===== src/rtl/uart_port.sv =====
// 8N1 UART peripheral for the J1 I/O bus: strobed TX serialiser plus an RX deserialiser.
// Define UART_RX_FIFO_EN to replace the single RX holding register with a 4-entry FIFO.
module uart_port #(
   parameter int CLKS_PER_BIT = 104
) (
   input  logic       clk,
   input  logic       resetq,
   input  logic       uart0_wr,
   input  logic       uart0_rd,
   input  logic [7:0] uart_w,
   output logic       uart0_busy,
   output logic       uart0_valid,
   output logic [7:0] uart0_data,
   output logic       uart_txd,
   input  logic       uart_rxd
);

   localparam int CNT_W = (CLKS_PER_BIT > 1) ? $clog2(CLKS_PER_BIT) : 1;
   localparam logic [CNT_W-1:0] BIT_LAST = CNT_W'(CLKS_PER_BIT - 1);
   localparam logic [CNT_W-1:0] BIT_HALF = CNT_W'(CLKS_PER_BIT / 2);
   localparam logic [CNT_W-1:0] CNT_ONE  = CNT_W'(1);

   typedef enum logic [1:0] {TX_IDLE, TX_START, TX_DATA, TX_STOP} tx_state_e;
   typedef enum logic [1:0] {RX_IDLE, RX_START, RX_DATA, RX_STOP} rx_state_e;

   tx_state_e        tx_state_q;
   logic [CNT_W-1:0] tx_cnt_q;
   logic [2:0]       tx_idx_q;
   logic [7:0]       tx_shift_q;
   logic             tx_line_q;
   logic             tx_busy_q;

   // Transmit FSM; the line level is registered so it changes exactly on bit boundaries.
   always_ff @(posedge clk or negedge resetq) begin
      if (!resetq) begin
         tx_state_q <= TX_IDLE;
         tx_cnt_q   <= '0;
         tx_idx_q   <= '0;
         tx_shift_q <= '0;
         tx_line_q  <= 1'b1;
         tx_busy_q  <= 1'b0;
      end else begin
         case (tx_state_q)
            TX_IDLE: begin
               if (uart0_wr) begin
                  tx_state_q <= TX_START;
                  tx_shift_q <= uart_w;
                  tx_cnt_q   <= BIT_LAST;
                  tx_line_q  <= 1'b0;
                  tx_busy_q  <= 1'b1;
               end
            end
            TX_START: begin
               if (tx_cnt_q == '0) begin
                  tx_state_q <= TX_DATA;
                  tx_cnt_q   <= BIT_LAST;
                  tx_idx_q   <= '0;
                  tx_line_q  <= tx_shift_q[0];
               end else begin
                  tx_cnt_q <= tx_cnt_q - CNT_ONE;
               end
            end
            TX_DATA: begin
               if (tx_cnt_q == '0) begin
                  tx_cnt_q   <= BIT_LAST;
                  tx_shift_q <= {1'b0, tx_shift_q[7:1]};
                  if (tx_idx_q == 3'd7) begin
                     tx_state_q <= TX_STOP;
                     tx_line_q  <= 1'b1;
                  end else begin
                     tx_idx_q  <= tx_idx_q + 3'd1;
                     tx_line_q <= tx_shift_q[1];
                  end
               end else begin
                  tx_cnt_q <= tx_cnt_q - CNT_ONE;
               end
            end
            TX_STOP: begin
               if (tx_cnt_q == '0) begin
                  tx_state_q <= TX_IDLE;
                  tx_busy_q  <= 1'b0;
               end else begin
                  tx_cnt_q <= tx_cnt_q - CNT_ONE;
               end
            end
            default: begin
               tx_state_q <= TX_IDLE;
               tx_line_q  <= 1'b1;
               tx_busy_q  <= 1'b0;
            end
         endcase
      end
   end

   assign uart_txd   = tx_line_q;
   assign uart0_busy = tx_busy_q;

   logic [1:0] rx_sync_q;
   logic       rx_s;

   always_ff @(posedge clk or negedge resetq) begin
      if (!resetq) begin
         rx_sync_q <= 2'b11;
      end else begin
         rx_sync_q <= {rx_sync_q[0], uart_rxd};
      end
   end

   assign rx_s = rx_sync_q[1];

   rx_state_e        rx_state_q;
   logic [CNT_W-1:0] rx_cnt_q;
   logic [2:0]       rx_idx_q;
   logic [7:0]       rx_shift_q;
   logic             rx_commit;

   // Receive FSM: half-bit wait to the start centre, then one full bit period per sample.
   always_ff @(posedge clk or negedge resetq) begin
      if (!resetq) begin
         rx_state_q <= RX_IDLE;
         rx_cnt_q   <= '0;
         rx_idx_q   <= '0;
         rx_shift_q <= '0;
      end else begin
         case (rx_state_q)
            RX_IDLE: begin
               if (!rx_s) begin
                  rx_state_q <= RX_START;
                  rx_cnt_q   <= BIT_HALF;
               end
            end
            RX_START: begin
               if (rx_cnt_q == '0) begin
                  if (!rx_s) begin
                     rx_state_q <= RX_DATA;
                     rx_cnt_q   <= BIT_LAST;
                     rx_idx_q   <= '0;
                  end else begin
                     rx_state_q <= RX_IDLE;
                  end
               end else begin
                  rx_cnt_q <= rx_cnt_q - CNT_ONE;
               end
            end
            RX_DATA: begin
               if (rx_cnt_q == '0) begin
                  rx_shift_q <= {rx_s, rx_shift_q[7:1]};
                  rx_cnt_q   <= BIT_LAST;
                  if (rx_idx_q == 3'd7) begin
                     rx_state_q <= RX_STOP;
                  end else begin
                     rx_idx_q <= rx_idx_q + 3'd1;
                  end
               end else begin
                  rx_cnt_q <= rx_cnt_q - CNT_ONE;
               end
            end
            RX_STOP: begin
               if (rx_cnt_q == '0) begin
                  rx_state_q <= RX_IDLE;
               end else begin
                  rx_cnt_q <= rx_cnt_q - CNT_ONE;
               end
            end
            default: begin
               rx_state_q <= RX_IDLE;
            end
         endcase
      end
   end

   // A byte is committed on the stop-centre cycle only when the stop bit reads high.
   assign rx_commit = (rx_state_q == RX_STOP) && (rx_cnt_q == '0) && rx_s;

`ifdef UART_RX_FIFO_EN
   logic [7:0] fifo_q [4];
   logic [1:0] rd_ptr_q;
   logic [1:0] wr_ptr_q;
   logic [2:0] count_q;
   logic [2:0] count_d;
   logic       pop;
   logic       push;

   assign pop  = uart0_rd && (count_q != 3'd0);
   // A full FIFO still accepts a byte when the same cycle frees a slot.
   assign push = rx_commit && ((count_q != 3'd4) || pop);

   always_comb begin
      count_d = count_q;
      if (push && !pop) begin
         count_d = count_q + 3'd1;
      end else if (pop && !push) begin
         count_d = count_q - 3'd1;
      end
   end

   always_ff @(posedge clk or negedge resetq) begin
      if (!resetq) begin
         for (int i = 0; i < 4; i++) begin
            fifo_q[i] <= '0;
         end
         rd_ptr_q <= '0;
         wr_ptr_q <= '0;
         count_q  <= '0;
      end else begin
         if (push) begin
            fifo_q[wr_ptr_q] <= rx_shift_q;
            wr_ptr_q         <= wr_ptr_q + 2'd1;
         end
         if (pop) begin
            rd_ptr_q <= rd_ptr_q + 2'd1;
         end
         count_q <= count_d;
      end
   end

   assign uart0_valid = (count_q != 3'd0);
   assign uart0_data  = fifo_q[rd_ptr_q];
`else
   logic [7:0] hold_q;
   logic [7:0] hold_d;
   logic       hold_vld_q;
   logic       hold_vld_d;

   // A commit wins over a pop in the same cycle, and overwrites an unread byte.
   always_comb begin
      hold_d     = hold_q;
      hold_vld_d = hold_vld_q;
      if (uart0_rd) begin
         hold_vld_d = 1'b0;
      end
      if (rx_commit) begin
         hold_d     = rx_shift_q;
         hold_vld_d = 1'b1;
      end
   end

   always_ff @(posedge clk or negedge resetq) begin
      if (!resetq) begin
         hold_q     <= '0;
         hold_vld_q <= 1'b0;
      end else begin
         hold_q     <= hold_d;
         hold_vld_q <= hold_vld_d;
      end
   end

   assign uart0_valid = hold_vld_q;
   assign uart0_data  = hold_q;
`endif

endmodule

===== config.mk =====
export PLATFORM = sky130hd
export DESIGN_NAME = uart_port
export DESIGN_NICKNAME = d
export VERILOG_FILES = /design/src/rtl/uart_port.sv
export SDC_FILE = /design/constraint.sdc
export NUM_CORES = 1
export LEC_CHECK = 0
export BUFFER_PORTS_ARGS = -buffer_cell sky130_fd_sc_hd__buf_4
export CAP_MARGIN = 20
export CELL_PAD_IN_SITES_DETAIL_PLACEMENT = 0
export CELL_PAD_IN_SITES_GLOBAL_PLACEMENT = 1
export CORE_MARGIN = 5
export CORE_UTILIZATION = 35
export CTS_BUF_LIST = sky130_fd_sc_hd__clkbuf_4 sky130_fd_sc_hd__clkbuf_8
export DETAILED_ROUTE_END_ITERATION = 8
export PLACE_DENSITY_LB_ADDON = 0.2
export RECOVER_POWER = 50
export SKIP_CTS_REPAIR_TIMING = 1
export SYNTH_ARGS = -nofsm -noshare
export SYNTH_HDL_FRONTEND = slang
export SYNTH_SLANG_ARGS = --single-unit

===== constraint.sdc =====
create_clock -name clk -period 4.1 [get_ports clk]
set_input_delay 0.205 -clock clk [delete_from_list [all_inputs] [get_ports clk]]
set_output_delay 0.205 -clock clk [all_outputs]
set_load 0.05 [all_outputs]

**After elaboration in Yosys (flattened, before gate mapping)**

Index checks and enable logic that the tools add are counted.

- Equality and inequality tests: 24
- Multiply operators: 0
- Shifts and indexed selects: 0
- Reduce and logical (&&, ||, !) cells: 23
- Bitwise logic cells: 0
- Div/mod/pow operators: 0
- Add/subtract/negate cells: 4
- Multiplexer cells: 45
- Order comparisons: 0

Operators with widths:

| kind | count |
|---|---|
| 2-to-1 mux 7 bit | 8 |
| != test 2 bit, second input constant | 15 |
| one-hot mux 7 bit (4 select lines) | 1 |
| 2-to-1 mux 2 bit | 11 |
| 2-to-1 mux 3 bit | 7 |
| one-hot mux 7 bit (3 select lines) | 1 |
| 2-to-1 mux 8 bit | 2 |
| one-hot mux 2 bit (4 select lines) | 2 |
| one-hot mux 8 bit (2 select lines) | 1 |
| AND reduction 5 bit | 3 |
| zero test 7 bit | 2 |
| subtractor 7 x 1 -> 7 bit, second input constant | 2 |
| one-hot mux 3 bit (2 select lines) | 2 |
| nonzero test 2 bit | 5 |
| AND reduction 3 bit | 3 |
| equality test 2 bit, second input constant | 4 |
| 2-to-1 mux 1 bit | 8 |
| AND reduction 4 bit | 2 |
| adder 3 x 1 -> 3 bit, second input constant | 2 |
| equality test 3 bit, second input constant | 2 |
| equality test 2 x 1 -> 1 bit, second input constant | 2 |
| zero test 2 bit | 2 |
| AND reduction 2 bit | 2 |
| != test 3 bit, second input constant | 1 |
| other kinds (5) | 6 |

- Bits in latches: 0
- Memory bits (read-only): 0
- Bits in registers: 53
- Memories: 0
- RAM bits: 0
- Logic and storage cells: 109
- Output and inout port bits: 11

**Logic depth before layout (Yosys ltp)**

- Depth in word-level cells: 4
- Depth in mapped cells: 9
- Mapped depth without buffers: 7

**Worst setup path before layout**

Ideal clock, no wire load.

- Path kind: flip-flop to flip-flop
- Start: reg rx_cnt_q[0]
- End: reg hold_q[0] (netlist: uart0_data[0])
- Library setup time: 0.125 ns
- Data required time: 3.975 ns
- Path buffers: 1
- Slack: 2.055 ns
- Cell stages (with the launch flop): 8
- Arrival: 1.920 ns
- Cells stage by stage: dfrtp_1 inv_1 ha_1 or4b_4 nor3_4 and3_1 buf_6 mux2_2

- Word-level cells in the longest chain between the ends: 3

RTL lines:

| element | line | source |
|---|---|---|
| start, declared | 112 | `logic [CNT_W-1:0] rx_cnt_q;` |
| start signal, assigned | 142 | `rx_cnt_q <= rx_cnt_q - CNT_ONE;` |
| start signal, assigned | 155 | `rx_cnt_q <= rx_cnt_q - CNT_ONE;` |
| start signal, assigned | 162 | `rx_cnt_q <= rx_cnt_q - CNT_ONE;` |
| zero test 7 bit | 173 | `assign rx_commit = (rx_state_q == RX_STOP) && (rx_cnt_q == '0) && rx_s;` |
| logical AND 1 bit (2 in a row) | 173 |  |
| end signal, assigned | 243 | `hold_q <= hold_d;` |
| end, declared | 220 | `logic [7:0] hold_q;` |

Every way passes these cells.
A chain may end at the register's enable or synchronous reset.

**Worst setup path in the final report**

- Start: reg rx_cnt_q[0]
- End: reg hold_q[6] (netlist: uart0_data[6])

Same word-level chain as after synthesis.

==> key figures <==
STA
  • Post-Route Skew: 0.0132 ns
  • Final Hold Slack: about 0.15 ns
  • Measured slew at the worst slew-check pin: a little under 0.7 ns
  • Achievable clock frequency: roughly 0.43 GHz
  • Final period demand of the worst path: 2.35 ns
  • Number of hold-slack violations in the final timing report: 0
  • Share of the clock period used by the worst path after layout: 57.3%
  • Setup Total Neg Slack: 0 ns
  • Count of endpoints failing setup in the final report: 0
  • Headroom to the max-slew limit: a little over half
  • Max Slew Vio Count: 0
  • Unrepaired setup endpoints after global routing: no

Synthesis
  • Main flop type after synthesis: sky130_fd_sc_hd__dfrtp_1
  • Average instance area after synthesis: 10.7 um^2
  • Multiplexer area fraction after synthesis: 9.85%
  • Syn Std Cell Area: about 2900 um^2
  • Xor/xnor cell area share of the yosys netlist: 0%
  • Sequential share of the synthesized area: a little under half
  • Number of storage elements in the synthesis netlist: 53
  • Yosys warns: 0
  • Number of enable-type register cells in the synthesized netlist: 0
  • Main combinational cell family by area after synthesis: compound AO/OA/AOI/OAI gates
  • Library cells used by synthesis: 47
  • Proportion of netlist area held by the largest area contributor: a little over two fifths
  • Synthesized-area fraction occupied by and/or/nand/nor cells: 14.5%
  • Synthesized-area fraction occupied by ao, oa, aoi and oai cells: 19.0%
  • Library cell with the largest summed area after synthesis: sky130_fd_sc_hd__dfrtp_1
  • Adder-cell share of the synthesized area: roughly 7.4%
  • Most area-consuming cells after synthesis: sky130_fd_sc_hd__dfrtp_1, sky130_fd_sc_hd__ha_1, sky130_fd_sc_hd__mux2_2
  • Share of synthesized registers carrying an async set or reset: between 90% and 100%
  • Gate Count Post-Synth: about 270
  • Post-synthesis net count: about 300

Global routing
  • Wire length of the first global-routing pass: 9940 um
  • Vias in the first global route: 2071
  • Pin count of the biggest net entering global routing: 54
  • Total Routing Usage GR: 12.1%
  • Antenna violations before repair: 0
  • Global-route congestion overflow total: 0

Place
  • RD Place Congestion: roughly 0.77
  • Detailed-placement wirelength estimate: around 3800 um
  • Placed Cells incl. Taps: roughly 400
  • Placed cell areas: 3140 um^2
  • Count of port buffers added during placement: 23

Pwr
  • Portion of total power attributed to sequential cells: 60.4%
  • Power dissipated by switching net loads: between 0.2 and 0.25 mW
  • Clk network pwr share: between 30% and 40%
  • Net switching share of the total power: between 20% and 30%
  • Tot Pwr: 0.881 mW
  • Worst IR drop on VDD: around 120 uV
  • Internal portion of total power: roughly 0.67 mW
  • Combinational group share of total power: 3.8%
  • Power Dens Cells: about 270 nW/um^2
  • Leakage power of the design: between 1.5 and 2 nW

CTS
  • H-tree depth reported by CTS: 2
  • Number of buffers created by CTS: 5
  • Clk_lat worst skew: approximately 0.32 ns
  • Max Buffers Root-to-Sink: 2
  • Number of clock sinks: 53
  • CTS tree: done
  • Clock Root Buffer: sky130_fd_sc_hd__clkbuf_8
  • CTS clk-pin slew, worst paths: 0.11 ns

Layout
  • Area of all placed cells without fillers: about 3200 um^2
  • Most common cell after layout, fill and taps aside: sky130_fd_sc_hd__dfrtp_1
  • Leading cell types in the layout, fill and taps excluded: sky130_fd_sc_hd__dfrtp_1, sky130_fd_sc_hd__nor2_1, sky130_fd_sc_hd__buf_4
  • Filler-free cell count of the finished design: roughly 400
  • Fraction of final layout cells with drive strength greater than 1: 21.3%
  • Net count of the finished layout: ~330
  • Diode insertion count for antenna repair: 0
  • Growth of design area from synthesis to finish: 13.1%

Floorplanning
  • Count of boundary I/O pins: 24
  • Floorplan Core Area: between 8000 and 9000 um^2
  • Standard-cell row count: 33
  • Die Y: just over 100 um
  • Die Footprint: about 10000 um^2
  • Horizontal extent of the die: between 100 and 150 um
  • Initial Util: 35.5%

Setup path
  • Type of element launching the critical path: flop
  • Combined buffer and inverter count along the critical path: 1
  • Category of the worst setup path capture point: flop
  • Longest individual stage delay on the worst path: 0.50 ns
  • Arrival time at the worst endpoint: about 2.6 ns
  • Category of the critical setup timing path: reg -> reg
  • Critical path required time: about 4.3 ns
  • Crit-path slowest cell: sky130_fd_sc_hd__or4b_4
  • Series of cell instances along the critical path: inv_1, ha_1, or4b_4, nor3_4, and3_1, mux2_2
  • Worst Path Max Fanout: 9
  • Category of cells accounting for the largest share of critical-path delay: simple AND/OR/NAND/NOR gates

Detailed routing
  • Mean number of vias per cell: between 5 and 6
  • Routed wire per std cell: roughly 14 um
  • Wire length after detailed routing: 5590 um
  • Vias after detailed routing: 2017
  • Violation count after the first detailed-route iteration: 54
  • DRC violations left: 0
  • Pre-antenna DRT Iters: 4
  • ANT nets after route: 0

Status
  • Run status: finished clean

Run
  • Count of max-cap constraint violations: 0

Worst hold path
  • Worst min-delay path category: in -> reg
-- logic make-up after synthesis --
family / count (synthesis)
AO/OA/AOI/OAI: 79
adder cells (fa/ha/maj): 17
buffers and inverters: 18
flip-flops: 53
multiplexers: 26
AND/OR/NAND/NOR: 75
-- sequential cells by signal, indices dropped and copies added (netlist names), named ones only --
signal	cells
rx_cnt_q	7
rx_idx_q	3
rx_shift_q	8
rx_state_q	1
rx_sync_q	2
tx_cnt_q	7
tx_idx_q	3
tx_shift_q	8
tx_state_q	2
uart0_busy	1
uart0_data	8
uart0_valid	1
uart_txd	1
-- metal layers --
layer / GRT usage (%) / part of all wire, % / up-vias
met5: 0 / 0 / -
met4: 3.73 / 0.91 / 0
met3: 2.70 / 3.3 / 4
met2: 18.7 / 44 / 25
met1: 16.9 / 51 / 950
li1: - / - / 1038
-- tightest hold or removal path, cell delays in order --
cell                     delay (ns)
sky130_fd_sc_hd__buf_4         0.11
sky130_fd_sc_hd__inv_1         0.04
sky130_fd_sc_hd__a21o_1        0.09
-- path summary, 6_finish.rpt --
| path | depth (start not counted) | from | end | slack (ns) |
|---|---|---|---|---|
| max | 6 | rx_cnt_q[0] | uart0_data[6] | 1.75 |
| min | 3 | uart0_rd | uart0_valid | 0.15 |
| max in group asynchronous | 2 | resetq | tx_cnt_q[2] | 3.17 |
| min reg2reg | 0 | rx_sync_q[0] | rx_sync_q[1] | 0.38 |
| min in group asynchronous | 2 | resetq | rx_cnt_q[4] | 0.45 |
| max reg2reg | 6 | rx_cnt_q[0] | uart0_data[6] | 1.75 |
-- power groups by stage --
stage	Sequential, mW	Clock [mW]	Combinational [mW]
3_5_place_dp	0.543	0	0.0332
2_1_floorplan	0.543	0	0.00869
6_report	0.532	0.316	0.0332
5_1_grt	0.533	0.358	0.0387
4_1_cts	0.533	0.336	0.0333
3_3_place_gp	0.542	0	0.0326
-- through the flow --
step,worst slack (ns),utilization (%)
detailed placement,1.75,38.9
floorplan,2.06,-
finish,1.75,40.1
CTS,1.75,40.0
global placement,1.78,38.9
global route,1.55,40.1
-- layout make-up --
class,instances,area [um^2]
Clock buffer,5,68.8
Clock inverter,3,25.0
Fill cell,821,4850
Inverter,12,45.0
Multi-Input combinational cell,197,1460
Sequential cell,53,1330
Tap cell,105,131
Timing Repair Buffer,26,189
-- cell usage after synthesis (3+ instances only) --
library cell and number:
sky130_fd_sc_hd__o211ai_1 3, sky130_fd_sc_hd__a22o_1 12, sky130_fd_sc_hd__a21oi_2 3, sky130_fd_sc_hd__nand2_1 15, sky130_fd_sc_hd__a31oi_1 3, sky130_fd_sc_hd__o21ai_0 18
sky130_fd_sc_hd__nor3_1 10, sky130_fd_sc_hd__dfrtp_1 50, sky130_fd_sc_hd__dfstp_2 3, sky130_fd_sc_hd__ha_1 17, sky130_fd_sc_hd__a21oi_1 15, sky130_fd_sc_hd__o32a_1 3
sky130_fd_sc_hd__clkbuf_1 3, sky130_fd_sc_hd__nor2_1 22, sky130_fd_sc_hd__mux2i_1 8, sky130_fd_sc_hd__inv_1 12, sky130_fd_sc_hd__mux2_2 18, sky130_fd_sc_hd__a21o_1 9
sky130_fd_sc_hd__nand2b_1 4, sky130_fd_sc_hd__nand3_1 3
Power figures use the tool's default switching activity.
